===== config.mk =====
export PLATFORM = sky130hd
export DESIGN_NAME = rxuart_cfg_flat
export DESIGN_NICKNAME = d
export VERILOG_FILES = /design/src/rtl/rxuart_cfg_if.sv /design/src/rtl/rxuart_cfg.sv /design/src/flat_wrapper.sv
export SDC_FILE = /design/constraint.sdc
export NUM_CORES = 1
export LEC_CHECK = 0
export ABC_CLOCK_PERIOD_IN_PS = 7200
export CORE_MARGIN = 5
export CORE_UTILIZATION = 30
export CTS_BUF_LIST = sky130_fd_sc_hd__clkbuf_8 sky130_fd_sc_hd__clkbuf_16
export DETAILED_ROUTE_END_ITERATION = 16
export GPL_TIMING_DRIVEN = 0
export PLACE_DENSITY_LB_ADDON = 0.2
export REMOVE_ABC_BUFFERS = 1
export SLEW_MARGIN = 20
export SYNTH_ARGS = -nofsm -noshare
export SYNTH_HDL_FRONTEND = slang
export SYNTH_SLANG_ARGS = --single-unit

===== constraint.sdc =====
create_clock -name i_clk -period 7.2 [get_ports i_clk]
set_input_delay 1.44 -clock i_clk [delete_from_list [all_inputs] [get_ports i_clk]]
set_output_delay 1.44 -clock i_clk [all_outputs]
set_load 0.02 [all_outputs]

===== src/rtl/rxuart_cfg_if.sv =====
// Receive-side handshake bundle for rxuart_cfg: held character, status flags and consumer ready.
interface rxuart_cfg_if #(
    parameter int unsigned DATA_BITS = 8
) ();
    logic                 o_valid;
    logic                 i_ready;
    logic [DATA_BITS-1:0] o_data;
    logic                 o_frame_err;
    logic                 o_parity_err;
    logic                 o_overrun;
    logic                 o_break;

    modport master (
        output o_valid, o_data, o_frame_err, o_parity_err, o_overrun, o_break,
        input  i_ready
    );

    modport slave (
        input  o_valid, o_data, o_frame_err, o_parity_err, o_overrun, o_break,
        output i_ready
    );
endinterface


===== src/rtl/rxuart_cfg.sv =====
// Configurable UART receiver: runtime baud divisor, optional parity, 1-2 stop bits,
// break detection and a single-entry valid/ready output buffer with overrun flag.
module rxuart_cfg #(
    parameter int unsigned DATA_BITS = 8,
    parameter int unsigned PARITY    = 0,
    parameter int unsigned STOP_BITS = 1,
    parameter int unsigned BAUD_W    = 16
) (
    input  logic              i_clk,
    input  logic              i_reset_n,
    input  logic              i_uart_rx,
    input  logic [BAUD_W-1:0] i_clocks_per_baud,
    rxuart_cfg_if.master      rx_if
);
    typedef enum logic [2:0] {
        StIdle, StStart, StData, StParity, StStop, StBreakWait
    } state_e;

    state_e               state_q, state_d;
    logic                 rx_meta_q, rx_meta_d, rx_sync_q, rx_sync_d;
    logic [BAUD_W-1:0]    div_q, div_d, cnt_q, cnt_d;
    logic [3:0]           bit_cnt_q, bit_cnt_d;
    logic [DATA_BITS-1:0] shift_q, shift_d;
    logic                 par_bit_q, par_bit_d;
    logic                 stop_cnt_q, stop_cnt_d;
    logic                 ferr_acc_q, ferr_acc_d;
    logic                 valid_q, valid_d, ferr_q, ferr_d, perr_q, perr_d;
    logic                 ovr_q, ovr_d, brk_q, brk_d;
    logic [DATA_BITS-1:0] data_q, data_d;

    logic              tick, deliver, is_break, new_ferr, new_perr, ones, accept;
    logic [BAUD_W-1:0] div_clamp;

    always_comb begin
        state_d    = state_q;
        rx_meta_d  = i_uart_rx;
        rx_sync_d  = rx_meta_q;
        div_d      = div_q;
        cnt_d      = cnt_q;
        bit_cnt_d  = bit_cnt_q;
        shift_d    = shift_q;
        par_bit_d  = par_bit_q;
        stop_cnt_d = stop_cnt_q;
        ferr_acc_d = ferr_acc_q;
        brk_d      = 1'b0;
        deliver    = 1'b0;
        new_ferr   = ferr_acc_q;

        tick      = (cnt_q == '0);
        div_clamp = (i_clocks_per_baud < BAUD_W'(4)) ? BAUD_W'(4) : i_clocks_per_baud;
        is_break  = (shift_q == '0) && ((PARITY == 0) || !par_bit_q) && !rx_sync_q;
        ones      = (^shift_q) ^ par_bit_q;
        new_perr  = (PARITY == 1) ? ~ones : (PARITY == 2) ? ones : 1'b0;

        if (state_q != StIdle && !tick) cnt_d = cnt_q - BAUD_W'(1);

        case (state_q)
            StIdle: begin
                if (!rx_sync_q) begin
                    // Divisor is frozen here for the whole frame.
                    div_d   = div_clamp;
                    cnt_d   = (div_clamp >> 1) - BAUD_W'(1);
                    state_d = StStart;
                end
            end
            StStart: begin
                if (tick) begin
                    if (rx_sync_q) begin
                        state_d = StIdle;
                    end else begin
                        cnt_d     = div_q - BAUD_W'(1);
                        bit_cnt_d = 4'd0;
                        state_d   = StData;
                    end
                end
            end
            StData: begin
                if (tick) begin
                    shift_d   = {rx_sync_q, shift_q[DATA_BITS-1:1]};
                    bit_cnt_d = bit_cnt_q + 4'd1;
                    cnt_d     = div_q - BAUD_W'(1);
                    if (bit_cnt_q == 4'(DATA_BITS - 1)) begin
                        state_d    = (PARITY != 0) ? StParity : StStop;
                        stop_cnt_d = 1'b0;
                        ferr_acc_d = 1'b0;
                    end
                end
            end
            StParity: begin
                if (tick) begin
                    par_bit_d = rx_sync_q;
                    cnt_d     = div_q - BAUD_W'(1);
                    state_d   = StStop;
                end
            end
            StStop: begin
                if (tick) begin
                    if (!stop_cnt_q && is_break) begin
                        brk_d   = 1'b1;
                        state_d = StBreakWait;
                    end else if (stop_cnt_q == 1'(STOP_BITS - 1)) begin
                        deliver  = 1'b1;
                        new_ferr = ferr_acc_q | ~rx_sync_q;
                        state_d  = StIdle;
                    end else begin
                        ferr_acc_d = ferr_acc_q | ~rx_sync_q;
                        stop_cnt_d = 1'b1;
                        cnt_d      = div_q - BAUD_W'(1);
                    end
                end
            end
            StBreakWait: begin
                if (rx_sync_q) state_d = StIdle;
            end
            default: state_d = StIdle;
        endcase
    end

    // Output buffer: an accept in the same cycle frees the slot for a new character.
    always_comb begin
        accept  = valid_q && rx_if.i_ready;
        valid_d = valid_q;
        data_d  = data_q;
        ferr_d  = ferr_q;
        perr_d  = perr_q;
        ovr_d   = ovr_q;
        if (deliver && (!valid_q || accept)) begin
            valid_d = 1'b1;
            data_d  = shift_q;
            ferr_d  = new_ferr;
            perr_d  = new_perr;
            ovr_d   = 1'b0;
        end else if (deliver) begin
            ovr_d = 1'b1;
        end else if (accept) begin
            valid_d = 1'b0;
            ovr_d   = 1'b0;
        end
    end

    always_ff @(posedge i_clk) begin
        if (!i_reset_n) begin
            state_q    <= StIdle;
            rx_meta_q  <= 1'b1;
            rx_sync_q  <= 1'b1;
            div_q      <= '0;
            cnt_q      <= '0;
            bit_cnt_q  <= '0;
            shift_q    <= '0;
            par_bit_q  <= 1'b0;
            stop_cnt_q <= 1'b0;
            ferr_acc_q <= 1'b0;
            valid_q    <= 1'b0;
            data_q     <= '0;
            ferr_q     <= 1'b0;
            perr_q     <= 1'b0;
            ovr_q      <= 1'b0;
            brk_q      <= 1'b0;
        end else begin
            state_q    <= state_d;
            rx_meta_q  <= rx_meta_d;
            rx_sync_q  <= rx_sync_d;
            div_q      <= div_d;
            cnt_q      <= cnt_d;
            bit_cnt_q  <= bit_cnt_d;
            shift_q    <= shift_d;
            par_bit_q  <= par_bit_d;
            stop_cnt_q <= stop_cnt_d;
            ferr_acc_q <= ferr_acc_d;
            valid_q    <= valid_d;
            data_q     <= data_d;
            ferr_q     <= ferr_d;
            perr_q     <= perr_d;
            ovr_q      <= ovr_d;
            brk_q      <= brk_d;
        end
    end

    assign rx_if.o_valid      = valid_q;
    assign rx_if.o_data       = data_q;
    assign rx_if.o_frame_err  = ferr_q;
    assign rx_if.o_parity_err = perr_q;
    assign rx_if.o_overrun    = ovr_q;
    assign rx_if.o_break      = brk_q;
endmodule


===== src/flat_wrapper.sv =====
// flat-port wrapper written by rule: the top's interface ports become plain ports
module rxuart_cfg_flat 
#(
    parameter int unsigned DATA_BITS = 8,
    parameter int unsigned PARITY    = 0,
    parameter int unsigned STOP_BITS = 1,
    parameter int unsigned BAUD_W    = 16
)
  (i_clk, i_reset_n, i_uart_rx, i_clocks_per_baud, rx_if_o_valid, rx_if_o_data, rx_if_o_frame_err, rx_if_o_parity_err, rx_if_o_overrun, rx_if_o_break, rx_if_i_ready);
  rxuart_cfg_if #(.DATA_BITS(DATA_BITS)) rx_if_i ();
  input  logic i_clk;
  input  logic i_reset_n;
  input  logic i_uart_rx;
  input  logic [BAUD_W-1:0] i_clocks_per_baud;
  output wire logic [$bits(rx_if_i.o_valid)-1:0] rx_if_o_valid;
  output wire logic [$bits(rx_if_i.o_data)-1:0] rx_if_o_data;
  output wire logic [$bits(rx_if_i.o_frame_err)-1:0] rx_if_o_frame_err;
  output wire logic [$bits(rx_if_i.o_parity_err)-1:0] rx_if_o_parity_err;
  output wire logic [$bits(rx_if_i.o_overrun)-1:0] rx_if_o_overrun;
  output wire logic [$bits(rx_if_i.o_break)-1:0] rx_if_o_break;
  input wire logic [$bits(rx_if_i.i_ready)-1:0] rx_if_i_ready;
  assign rx_if_o_valid = rx_if_i.o_valid;
  assign rx_if_o_data = rx_if_i.o_data;
  assign rx_if_o_frame_err = rx_if_i.o_frame_err;
  assign rx_if_o_parity_err = rx_if_i.o_parity_err;
  assign rx_if_o_overrun = rx_if_i.o_overrun;
  assign rx_if_o_break = rx_if_i.o_break;
  assign rx_if_i.i_ready = rx_if_i_ready;
  rxuart_cfg #(.DATA_BITS(DATA_BITS), .PARITY(PARITY), .STOP_BITS(STOP_BITS), .BAUD_W(BAUD_W)) u_core (.i_clk(i_clk), .i_reset_n(i_reset_n), .i_uart_rx(i_uart_rx), .i_clocks_per_baud(i_clocks_per_baud), .rx_if(rx_if_i));
endmodule

[After elaboration in Yosys (flattened, before gate mapping)]
Cells that the tools add are included.
Word-level totals
  register bits: 63
  bits in latches: 0
  bits in writable memories: 0
  bits in read-only memories: 0
  input bits: 20
  output and inout port bits: 13
  logic and storage cells: 116
  memories kept: 0
Cells by class
  add/subtract/negate cells: 4
  multiply operators: 0
  div/mod/pow operators: 0
  $lt $le $gt $ge: 1
  equality and inequality tests: 18
  shift operators: 0
  multiplexer cells: 48
  bitwise logic cells: 3
  reduce and logical (&&, ||, !) cells: 28
Operators by type and width (count)
  16-bit 2-to-1 mux: 9
  16-bit one-hot mux with 4 select lines: 1
  16-bit by 1-bit subtractor with 16-bit output (second input constant): 2
  3-bit 2-to-1 mux: 9
  1-bit 2-to-1 mux: 21
  3-bit one-hot mux with 6 select lines: 1
  16-bit zero test: 1
  16-bit by 3-bit < comparator with 1-bit output (second input constant): 1
  15-bit by 1-bit subtractor with 16-bit output (second input constant): 1
  2-bit by 1-bit != test with 1-bit output (second input constant): 7
  4-bit 2-to-1 mux: 3
  8-bit zero test: 1
  2-bit != test (second input constant): 4
  4-bit one-hot mux with 2 select lines: 1
  8-bit AND reduction: 1
  2-bit nonzero test: 4
  3-bit by 2-bit equality test with 1-bit output (second input constant): 2
  3-bit equality test (second input constant): 2
  2-bit AND reduction: 3
  6-bit AND reduction: 1
  1-bit logical AND: 5
  5-bit AND reduction: 1
  4-bit by 1-bit adder with 4-bit output (second input constant): 1
  4-bit by 3-bit equality test with 1-bit output (second input constant): 1
  13 further kinds: 19

[Logic depth before layout (Yosys ltp)]
Gate-level depths: netlist of run 1.
  depth after elaboration: 9
  depth in mapped cells: 10
  gate-level depth less buffers: 8

[Least setup slack after synthesis of run 1]
No wires, ideal clock.
  path kind: input to register
  start point: in i_clocks_per_baud[7]
  end point: reg u_core.cnt_q[14]
  library setup time: 0.133 ns
  data arrival time: 3.316 ns
  data required time: 7.067 ns
  path slack: 3.751 ns
  stages on the path: 9
  path buffers: 2
  cells stage by stage: clkbuf_1 > or3_1 > clkbuf_1 > o41ai_2 > ha_1 > nand2_1 > o31a_1 > o21ai_1 > o221ai_1
On the way
  cells in the longest elaborated chain, start to end: 5
Ends and longest elaborated chain
  start: declaration: RTL line flat_wrapper.sv:14  | input logic [BAUD_W-1:0] i_clocks_per_baud;
  16-bit by 3-bit < comparator with 1-bit output: RTL line rxuart_cfg.sv:50  | div_clamp = (i_clocks_per_baud < BAUD_W'(4)) ? BAUD_W'(4) : i_clocks_per_baud;
  16-bit 2-to-1 mux *: RTL line rxuart_cfg.sv:50
  15-bit by 1-bit subtractor with 16-bit output *: RTL line rxuart_cfg.sv:62  | cnt_d = (div_clamp >> 1) - BAUD_W'(1);
  16-bit 2-to-1 mux *: RTL line rxuart_cfg.sv:59  | if (!rx_sync_q) begin
  16-bit one-hot mux with 4 select lines *: RTL line rxuart_cfg.sv:57  | case (state_q)
  end signal: assignment: RTL line rxuart_cfg.sv:164  | cnt_q <= cnt_d;
  end: declaration: RTL line rxuart_cfg.sv:21  | logic [BAUD_W-1:0] div_q, div_d, cnt_q, cnt_d;
Every way passes the cells marked *; elsewhere a longest branch is shown, timed or not.
A chain may end at the register's enable or synchronous reset.

[Worst setup path after layout of run 1]
  start point: in i_clocks_per_baud[14]
  end point: reg u_core.cnt_q[14]
The elaborated chain is that of the path after synthesis.

==> results of run 1 <==
[cell usage in the layout (no fill, tap or decap), types with 6 or more instances in the layout]
cell	Yosys	routed
a21boi_0	8	8
a21boi_1	13	13
a21oi_1	11	11
and3_1	6	6
clkbuf_16	0	9
clkdlybuf4s50_1	0	30
dfxtp_1	62	62
ha_1	6	6
inv_1	7	8
mux2i_1	11	11
nand2_1	63	63
nand3_1	15	15
nor2_1	30	29
nor2b_1	7	7
nor3_1	17	17
nor4_1	14	14
o211ai_1	6	6
o21ai_0	7	7
o21ai_1	6	6
or3_1	12	12
or4_1	10	10
xnor2_1	23	23
xor2_1	7	7
[stage by stage]
step                      instances  setup slack, ns
after floorplan                 423            3.673
after global placement          601            2.344
after detailed placement        604            2.852
after CTS                       620            3.191
after global routing            620            3.077
final                           620            3.184
[routing by layer]
layer | vias up | wire length (µm) | global-route usage (%)
li1 | 1681 | - | -
met1 | 1591 | 4924 | 19.28
met2 | 68 | 4526 | 21.71
met3 | 15 | 270 | 2.471
met4 | 0 | 203 | 5.524
met5 | - | 0 | 0
[area by class of cell]
class,count,share of cell area (%)
Tap cell,147,4.164
Multi-Input combinational cell,353,52.29
Inverter,8,0.6799
Timing Repair Buffer,34,7.734
Clock inverter,5,1.303
Clock buffer,11,5.722
Sequential cell,62,28.10
[cells in the mapped netlist (6+ instances only)]
| master | count | share of area [%] |
|---|---|---|
| inv_1 | 7 | 0.71 |
| o21ai_1 | 6 | 0.81 |
| nor2b_1 | 7 | 1.2 |
| a21oi_1 | 11 | 1.5 |
| o211ai_1 | 6 | 1.2 |
| nor3_1 | 17 | 2.3 |
| o21ai_0 | 7 | 0.95 |
| a21boi_0 | 8 | 1.6 |
| or3_1 | 12 | 2.0 |
| nor4_1 | 14 | 2.4 |
| nand3_1 | 15 | 2.0 |
| nand2_1 | 63 | 6.4 |
| mux2i_1 | 11 | 3.0 |
| xor2_1 | 7 | 1.7 |
| or4_1 | 10 | 2.0 |
| clkbuf_1 | 17 | 1.7 |
| dfxtp_1 | 62 | 34 |
| and3_1 | 6 | 1.0 |
| xnor2_1 | 23 | 5.5 |
| a21boi_1 | 13 | 2.6 |
| nor2_1 | 30 | 3.1 |
| ha_1 | 6 | 2.0 |
[flip-flops by register name, summed over array words and instances, names as in the netlist]
name and flops:
u_core.ferr_acc_q 1, u_core.state_q 3, u_core.bit_cnt_q 4, u_core.rx_if.o_overrun 1
u_core.cnt_q 16, u_core.div_q 16, u_core.rx_if.o_frame_err 1, u_core.rx_if.o_data 8
u_core.rx_sync_q 1, u_core.rx_if.o_valid 1, u_core.rx_meta_q 1, u_core.shift_q 8
u_core.rx_if.o_break 1
[path summary, 6_finish.rpt]
check	end	cells past startpoint
hold / removal	u_core.rx_sync_q	1
hold reg to reg	u_core.rx_sync_q	1
setup reg to reg	u_core.cnt_q[7]	7
setup / recovery	u_core.cnt_q[14]	8
[where the power goes]
part	internal (µW)	total, µW	switching [µW]	leakage (µW)
clock network	287	446	160	0.000150
registers	368	407	39.2	0.000503
logic	138	367	229	0.000832
[worst max-delay path: cells and delay by family]
kind	cells	cell delay, ns
simple gates	2	0.76
fa+ha+maj	1	0.28
buf+inv	1	0.55
compound gates	4	1.18
[cells by family after synthesis]
logic type / synth area share, %
DFF: 33.65
other: 0.1017
muxes: 3.290
xor gates and xnor gates: 7.123
buffers and inverters: 3.969
adders and majority gates: 2.035
and+or+nand+nor: 31.00
AOI/OAI and AO/OA: 18.83
==> run metrics, run 1 <==
final hold vios 0; post-CTS setup buffers 0; Num Clock Sinks a little over 60; total die area approximately 15,000 µm²; # rows 40; # IOs 33; RSZ-0062 raised after global routing false; Max-Slew Margin vs Limit 50.94%; worst reg2reg setup slack between 4 and 5 ns; Worst setup EP type flip-flop; die width about 120 µm; status completed; crit path max fanout 7; CP peak stage delay between 0.6 and 0.7 ns; Antenna Nets Post-Route 0; Yosys reg bits between 60 and 70; global-route wire length before repair 16,540 µm; WP data required between 7 and 8 ns; Fin Setup TNS 0 ns; Max Transition Viols Final 0; Core ar. 12,010 µm²; power density cells roughly 280 nW/µm²; Crit-path slowest cell or4_1; DRC viols 0; Post-synth EDFFs 0; final hold slack ~0.4 ns; DR WL/cell 16.01 µm; crit path from i_clocks_per_baud[14]; ys flop type dfxtp_1; worst-margin pin slew 0.7349 ns; worst flop-to-flop path startpoint u_core.cnt_q[0]; leakage between 0.001 and 0.0015 µW; Port Buf Inserts 31; Placer Congestion between 0.8 and 0.9; Root Buffer clkbuf_16; CTS resizes 0; Layout Cell Area excl Fill 4417 µm²; count of cell types in the netlist 62; Post-Synthesis Cell Area around 3700 µm²; DP Area a little over 4000 µm²; clock tree from TritonCTS built; grt total ovfl 0; worst min path class reg2reg; die height 120.9 µm; Worst VDD drop 99.74 µV; Via-to-Cell Ratio between 5 and 6; Tmin final about 4 ns; Final Cycle Share 55.78%; Fill cells 1,248; CTS Hold Bufs 0; H-Tree Depth 3; sequential share of the synthesized area approximately a third; cts bufs inserted 9; vias in the first global route about 3,200; Async S/R FF share, synth 0%; YS warnings 0; Post-Syn Area per Cell 8.215 µm²; layout cells sized above 1 under 10%; clock skew 0.006121 ns; # nets final approximately 500; Worst-path clk slew approximately 0.050 ns; area occupied by multi-input gates roughly 2300 µm²; DR iter-0 viols around 140; Final setup viols 0; crit-path cells clkdlybuf4s50_1, or4_1, o41ai_2, ha_1, nand2_1, o31a_1, o21ai_1, o221ai_1; Seq. cell area 1241 µm²; synthesis-to-finish area growth 19.74%; Mapped Cells ~450; Ant. Diodes 0; GRT Overall Usage between 10% and 20%; Pwr Total 1221 µW; Worst EP arrival between 4 and 5 ns; CP Launch Type input port; FMAX ~250 MHz; drt first pass iters 5; largest net degree at the start of global routing 39; post-layout util about 37%; latest clock arrival within the worst-skew pair around 0.33 ns; via count roughly 3,400; antenna violations before repair 0; clock tree buffer depth 2; max_cap viols 0; Post-DP HPWL roughly 7400 µm; drt total wl ~9900 µm; hold_sp u_core.rx_meta_q; Setup Crit Path Kind in2reg; Starting Density between 30% and 40%
Power figures use the tool's default switching activity.
==> inputs of run 2 (changes only) <==
--- a/config.mk
+++ b/config.mk
@@ -5,7 +5,7 @@
 export SDC_FILE = /design/constraint.sdc
 export NUM_CORES = 1
 export LEC_CHECK = 0
-export ABC_CLOCK_PERIOD_IN_PS = 7200
+export ABC_CLOCK_PERIOD_IN_PS = 3600
 export CORE_MARGIN = 5
 export CORE_UTILIZATION = 30
 export CTS_BUF_LIST = sky130_fd_sc_hd__clkbuf_8 sky130_fd_sc_hd__clkbuf_16
==> constraint.sdc (replaced) <==
create_clock -name i_clk -period 3.6 [get_ports i_clk]
set_input_delay 0.72 -clock i_clk [delete_from_list [all_inputs] [get_ports i_clk]]
set_output_delay 0.72 -clock i_clk [all_outputs]
set_load 0.02 [all_outputs]
==> results of run 2 <==
The final DEF is identical to that of run 1. Status: completed.
Main changes from that run: setup slack after placement 2.852 ns -> -0.02815 ns; setup slack after layout 3.184 ns -> 0.3039 ns; register-to-register setup slack 4.61 ns -> 1.01 ns; total power 1221 µW -> 2442 µW; worst IR drop on VDD 99.74 µV -> 199.5 µV
==> inputs of run 3 (changes only) <==
--- a/config.mk
+++ b/config.mk
@@ -7,7 +7,7 @@
 export LEC_CHECK = 0
 export ABC_CLOCK_PERIOD_IN_PS = 3600
 export CORE_MARGIN = 5
-export CORE_UTILIZATION = 30
+export CORE_UTILIZATION = 52
 export CTS_BUF_LIST = sky130_fd_sc_hd__clkbuf_8 sky130_fd_sc_hd__clkbuf_16
 export DETAILED_ROUTE_END_ITERATION = 16
 export GPL_TIMING_DRIVEN = 0
==> run 3 against run 2 <==
  * Sequential cell count unchanged
  * Via count increased by 2.2%
  * Worst setup slack improved by 0.051 ns
  * Maximum frequency increased by 1.6%
  * Clock power decreased by 21%
  * Sequential power about the same
  * Die area decreased by 39%
  * Critical path type unchanged
  * Largest cell class unchanged
  * Highest routed layer unchanged
==> run metrics, run 3 (synthesis results as in run 1) <==
status completed; hold_sp u_core.rx_meta_q; CTS Hold Bufs 0 (unchanged); Num Clock Sinks 62 (unchanged); Net Sw Power between 800 and 900 µW; commonest non-fill, non-tap cell in the layout nand2_1; layout cells sized above 1 7.415% (+0.016 points); Fin Setup TNS 0 ns (unchanged); Setup Crit Path Kind in2reg; Max Transition Viols Final 0 (unchanged); Worst-path clk slew 0.07 ns (+0.02 ns); final setup margin about 0.35 ns; drt total wl 8980 µm (-9.5%); CP top delay family compound AO/OA/AOI/OAI gates; Tmin final about 3.2 ns; # rows 30 (-25%); worst-margin pin slew 0.8715 ns (+0.1367 ns); Antenna Nets Post-Route 0 (unchanged); leakage 0.001448 µW (-2.4%); antenna violations before repair 0 (unchanged); Pwr Total 2245 µW; Root Buffer clkbuf_8; Fill cells 618 (-50%); crit path max fanout 7 (unchanged); most frequent cells in the layout 63 x nand2_1, 62 x dfxtp_1, 30 x clkdlybuf4s50_1, 29 x nor2_1, 23 x xnor2_1; WP data required between 3 and 4 ns; clock tree buffer depth 2 (unchanged); Crit-path slowest cell or4_1; Clk network pwr share 31.4% (-5.1 points); grt total ovfl 0 (unchanged); RSZ-0062 raised after global routing false; via count 3,428 (+2.2%); Via-to-Cell Ratio 6.035 (+12%); CTS resizes 0 (unchanged); Largest regs u_core.cnt_q: 16 flops, u_core.div_q: 16 flops; latest clock arrival within the worst-skew pair 0.35 ns (+0.02 ns); Worst VDD drop ~280 µV; DP Area 4039 µm² (-1.6%); DR WL/cell 15.81 µm (-1.2%); sequential share of power 36.2% (+2.8 points); CP peak stage delay 0.66 ns (about the same); DR iter-0 viols 263 (+95%); cts bufs inserted 9 (unchanged); crit path from i_clocks_per_baud[14]; Final setup viols 0 (unchanged); Post-DP HPWL 6635 µm (-10%); Worst setup EP type flip-flop; total die area 8877 µm² (-39%); Starting Density 53.99% (+23 points); Seq. cell area 1241 µm² (unchanged); FMAX just over 300 MHz; CP Launch Type input port; # nets final 493 (-0.20%); Port Buf Inserts 31 (unchanged); largest net degree at the start of global routing 34 (-13%); combinational power share 32.3% (+2.2 points); Max-Slew Margin vs Limit 41.83% (-9.1 points); crit-path cells clkdlybuf4s50_1, or4_1, o41ai_2, ha_1, nand2_1, o31a_1, o21ai_1, o221ai_1; Final Cycle Share between 90% and 100%; final hold vios 0 (unchanged); clock skew 0.009831 ns (+0.003709 ns); clock tree from TritonCTS built; DRC viols 0 (unchanged); die height 94.22 µm (-22%); post-CTS setup buffers 0 (unchanged); global-route wire length before repair 15,190 µm (-8.2%); worst min path class reg2reg; GRT Overall Usage 21.57% (+7.6 points); pre-CTS setup slack between 0.04 and 0.05 ns; Worst EP arrival 3.46 ns; # IOs 33 (unchanged); Placer Congestion 0.8641 (+7.2%); H-Tree Depth 3 (unchanged); synthesis-to-finish area growth 15.64%; drt first pass iters 5 (unchanged); vias in the first global route 3,184 (-0.44%); Layout Cell Area excl Fill 4265 µm² (-3.4%); die width 94.22 µm (-22%); Core ar. 6832 µm² (-43%); Ant. Diodes 0 (unchanged); Switching Share 37.13% (+2.1 points); max_cap viols 0 (unchanged); area occupied by multi-input gates 2310 µm² (unchanged); power density cells 526.3 nW/µm²; Worst Path Buf+Inv 1 (unchanged); worst flop-to-flop path startpoint u_core.state_q[2]; Int Pwr approximately 1400 µW
## run 3: metal layers
metal  wire length (µm)  track usage [%]  share of wire, %
met4                190            9.868               2.1
met3                465            3.285               5.2
met1               4276            29.86                48
met2               4046            32.80                45
met5                  0                0                 0
## run 3: layout make-up
cell class	instances	area share, %
Multi-Input combinational cell	353	54.15
Sequential cell	62	29.10
Clock buffer	9	2.904
Timing Repair Buffer	33	7.920
Clock inverter	7	2.405
Tap cell	96	2.816
Inverter	8	0.7040
## run 3: worst paths after layout
check,to,cells past startpoint,slack (ns)
worst max-delay path,u_core.cnt_q[14],8,0.35
worst min-delay path,u_core.rx_sync_q,1,0.42
worst max register to register,u_core.state_q[2],5,1.01
worst min register to register,u_core.rx_sync_q,1,0.42
## run 3: worst reg2reg max path, cell delays in order, from the launching register on
cell and delay (ns):
dfxtp_1 0.54, or3_1 0.54, nor2_2 0.71, a41oi_1 0.16, and3_1 0.21, or3_1 0.33
## run 3: through the flow
step           hold WS, ns  utilization (%)  instances
2_1_floorplan       0.3863                -        423
3_3_place_gp        0.3898            58.59        550
3_5_place_dp        0.3988            59.12        552
4_1_cts             0.4159            62.44        568
5_1_grt             0.4273            62.44        568
6_report            0.4168            62.44        568
## run 3: power by group through the flow
| stage | Sequential, µW | Combinational [µW] | Clock (µW) |
|---|---|---|---|
| 5_1_grt | 821 | 805 | 752 |
| 4_1_cts | 812 | 718 | 718 |
| 6_report | 814 | 726 | 705 |
| 3_5_place_dp | 828 | 714 | 0 |
| 3_3_place_gp | 823 | 697 | 0 |
| 2_1_floorplan | 809 | 530 | 0 |
==> variant, RTL diff (settings of run 2) <==
`PARITY` is set to 0 in 2 places; all go to 1.
--- a/src/rtl/rxuart_cfg.sv
+++ b/src/rtl/rxuart_cfg.sv
@@ -2,7 +2,7 @@
 // break detection and a single-entry valid/ready output buffer with overrun flag.
 module rxuart_cfg #(
     parameter int unsigned DATA_BITS = 8,
-    parameter int unsigned PARITY    = 0,
+    parameter int unsigned PARITY    = 1,
     parameter int unsigned STOP_BITS = 1,
     parameter int unsigned BAUD_W    = 16
 ) (
--- a/src/flat_wrapper.sv
+++ b/src/flat_wrapper.sv
@@ -2,7 +2,7 @@
 module rxuart_cfg_flat 
 #(
     parameter int unsigned DATA_BITS = 8,
-    parameter int unsigned PARITY    = 0,
+    parameter int unsigned PARITY    = 1,
     parameter int unsigned STOP_BITS = 1,
     parameter int unsigned BAUD_W    = 16
 )
Function: same outputs for any inputs over 10 cycles, from zero or initial values and one cycle with i_reset_n low; that may be too few to reach the edited logic, so the function may still have changed.
==> variant against run 2 <==
- cell count rose by 7.6%
- sequential cell count rose by 2
- total power fell by 14%
- routed wire length rose by 2.3%
- global-route usage rose by 0.12 points
- setup slack improved by 160 ps
- critical endpoint is now u_core.cnt_q[8]$_SDFF_PN0_
- area after synthesis rose by 0.71%
- critical path type unchanged
- count of clock-buffer cells in the layout did not move
- cell area rose by 2.8%
==> variant: results (changes against run 2) <==
- Outcome: finished, final reports clean
- Slowest stage cell, crit path: clkdlybuf4s50_1
- Vias in the first global route: 3,281 (+2.6%)
- Met3 wire length: 423 um (+57%)
- Post-synthesis xor/xnor area fraction: 9.195% (+2.1 points)
- Fillers: 1,241 (-0.56%)
- CTS clk-pin slew, worst paths: 60 ps
- First-pass GRT wire length: 16.88 mm (+2.0%)
- Post-synthesis mux area share: 2.964% (-0.33 points)
- Synth cell types: 61 (-1.6%)
- Synth Area in Compound Gates: 16.20% (-2.6 points)
- WL met1: 4.964 mm (+0.81%)
- Lkg Pwr: 1.585 nW (+6.8%)
- Proportion of layout cells with a drive suffix above 1: 8.216% (+0.82 points)
- Share of the yosys chip area belonging to registers: 34.49% (+0.84 points)
- Placed insts: 646 (+7.0%)
- Crit path largest cell delay: 530 ps (-130 ps)
- Area contributors post-synth: dfxtp_1, nand2_1, a21oi_1, xnor2_1, nor2_1
- HPWL Detailed: 7.218 mm (-2.6%)
- GPL Wtd Cong: 0.8786 (+9.0%)
- Port bufs: 32 (+3.2%)
- Met2 Track Usage GR: 21.85% (+0.14 points)
- Largest net degree at the start of global routing: 35 (-10%)
- Worst Setup Slack post-DPL: -277.6 ps (-249.5 ps)
- Final Skew: 7.428 ps (+1.307 ps)
- Met3 usage in global routing: 2.657% (+0.19 points)
- Drt wl/cell: 15.22 um (-4.9%)
- Max FO, Critical Path: 6 (-1)
- Vias per cell: 5.090 (-5.9%)
- Final Net Count: 524 (+6.1%)
- DR iter-0 viols: 144 (+6.7%)
- WL final: 10.15 mm (+2.3%)
- Critical path's top delay family: simple AND/OR/NAND/NOR gates
- Tightest Pin Transition: 824.7 ps (+89.86 ps)
- All-Layer GR Usage: 14.13% (+0.12 points)
- R2r worst-path depth: 8 (+1)
- Synth top cells by count: nand2_1, dfxtp_1, nor2_1, a21oi_1, xnor2_1
- Area of placed instances: 4202 um^2 (+2.3%)
- Final Util: 37.63% (+0.86 points)
- Post-Synth Adder-Cell Area: 3.368% (+1.3 points)
variant: power breakdown:
group | internal (mW) | switching, mW | total [mW]
clock network | 0.501 | 0.332 | 0.833
logic | 0.180 | 0.312 | 0.492
registers | 0.741 | 0.0441 | 0.785
total | 1.42 | 0.688 | 2.11
variant: final cells by class:
class,count,share of cell area (%)
multi-input combinational,363,50.85
clock buffer,11,5.568
sequential,64,28.22
timing repair buffer,41,8.765
tap,168,4.631
inverter,15,1.240
clock inverter,5,0.7166
variant: final timing paths:
| check | from | to | slack, ps |
|---|---|---|---|
| max | i_clocks_per_baud[9] | u_core.cnt_q[8]$_SDFF_PN0_ | 460 |
| min | u_core.rx_meta_q$_SDFF_PN1_ | u_core.rx_sync_q$_SDFF_PN1_ | 420 |
| max reg2reg | u_core.cnt_q[0]$_SDFF_PN0_ | u_core.rx_if.o_data[5]$_SDFFE_PN0P_ | 830 |
| min reg2reg | u_core.rx_meta_q$_SDFF_PN1_ | u_core.rx_sync_q$_SDFF_PN1_ | 420 |
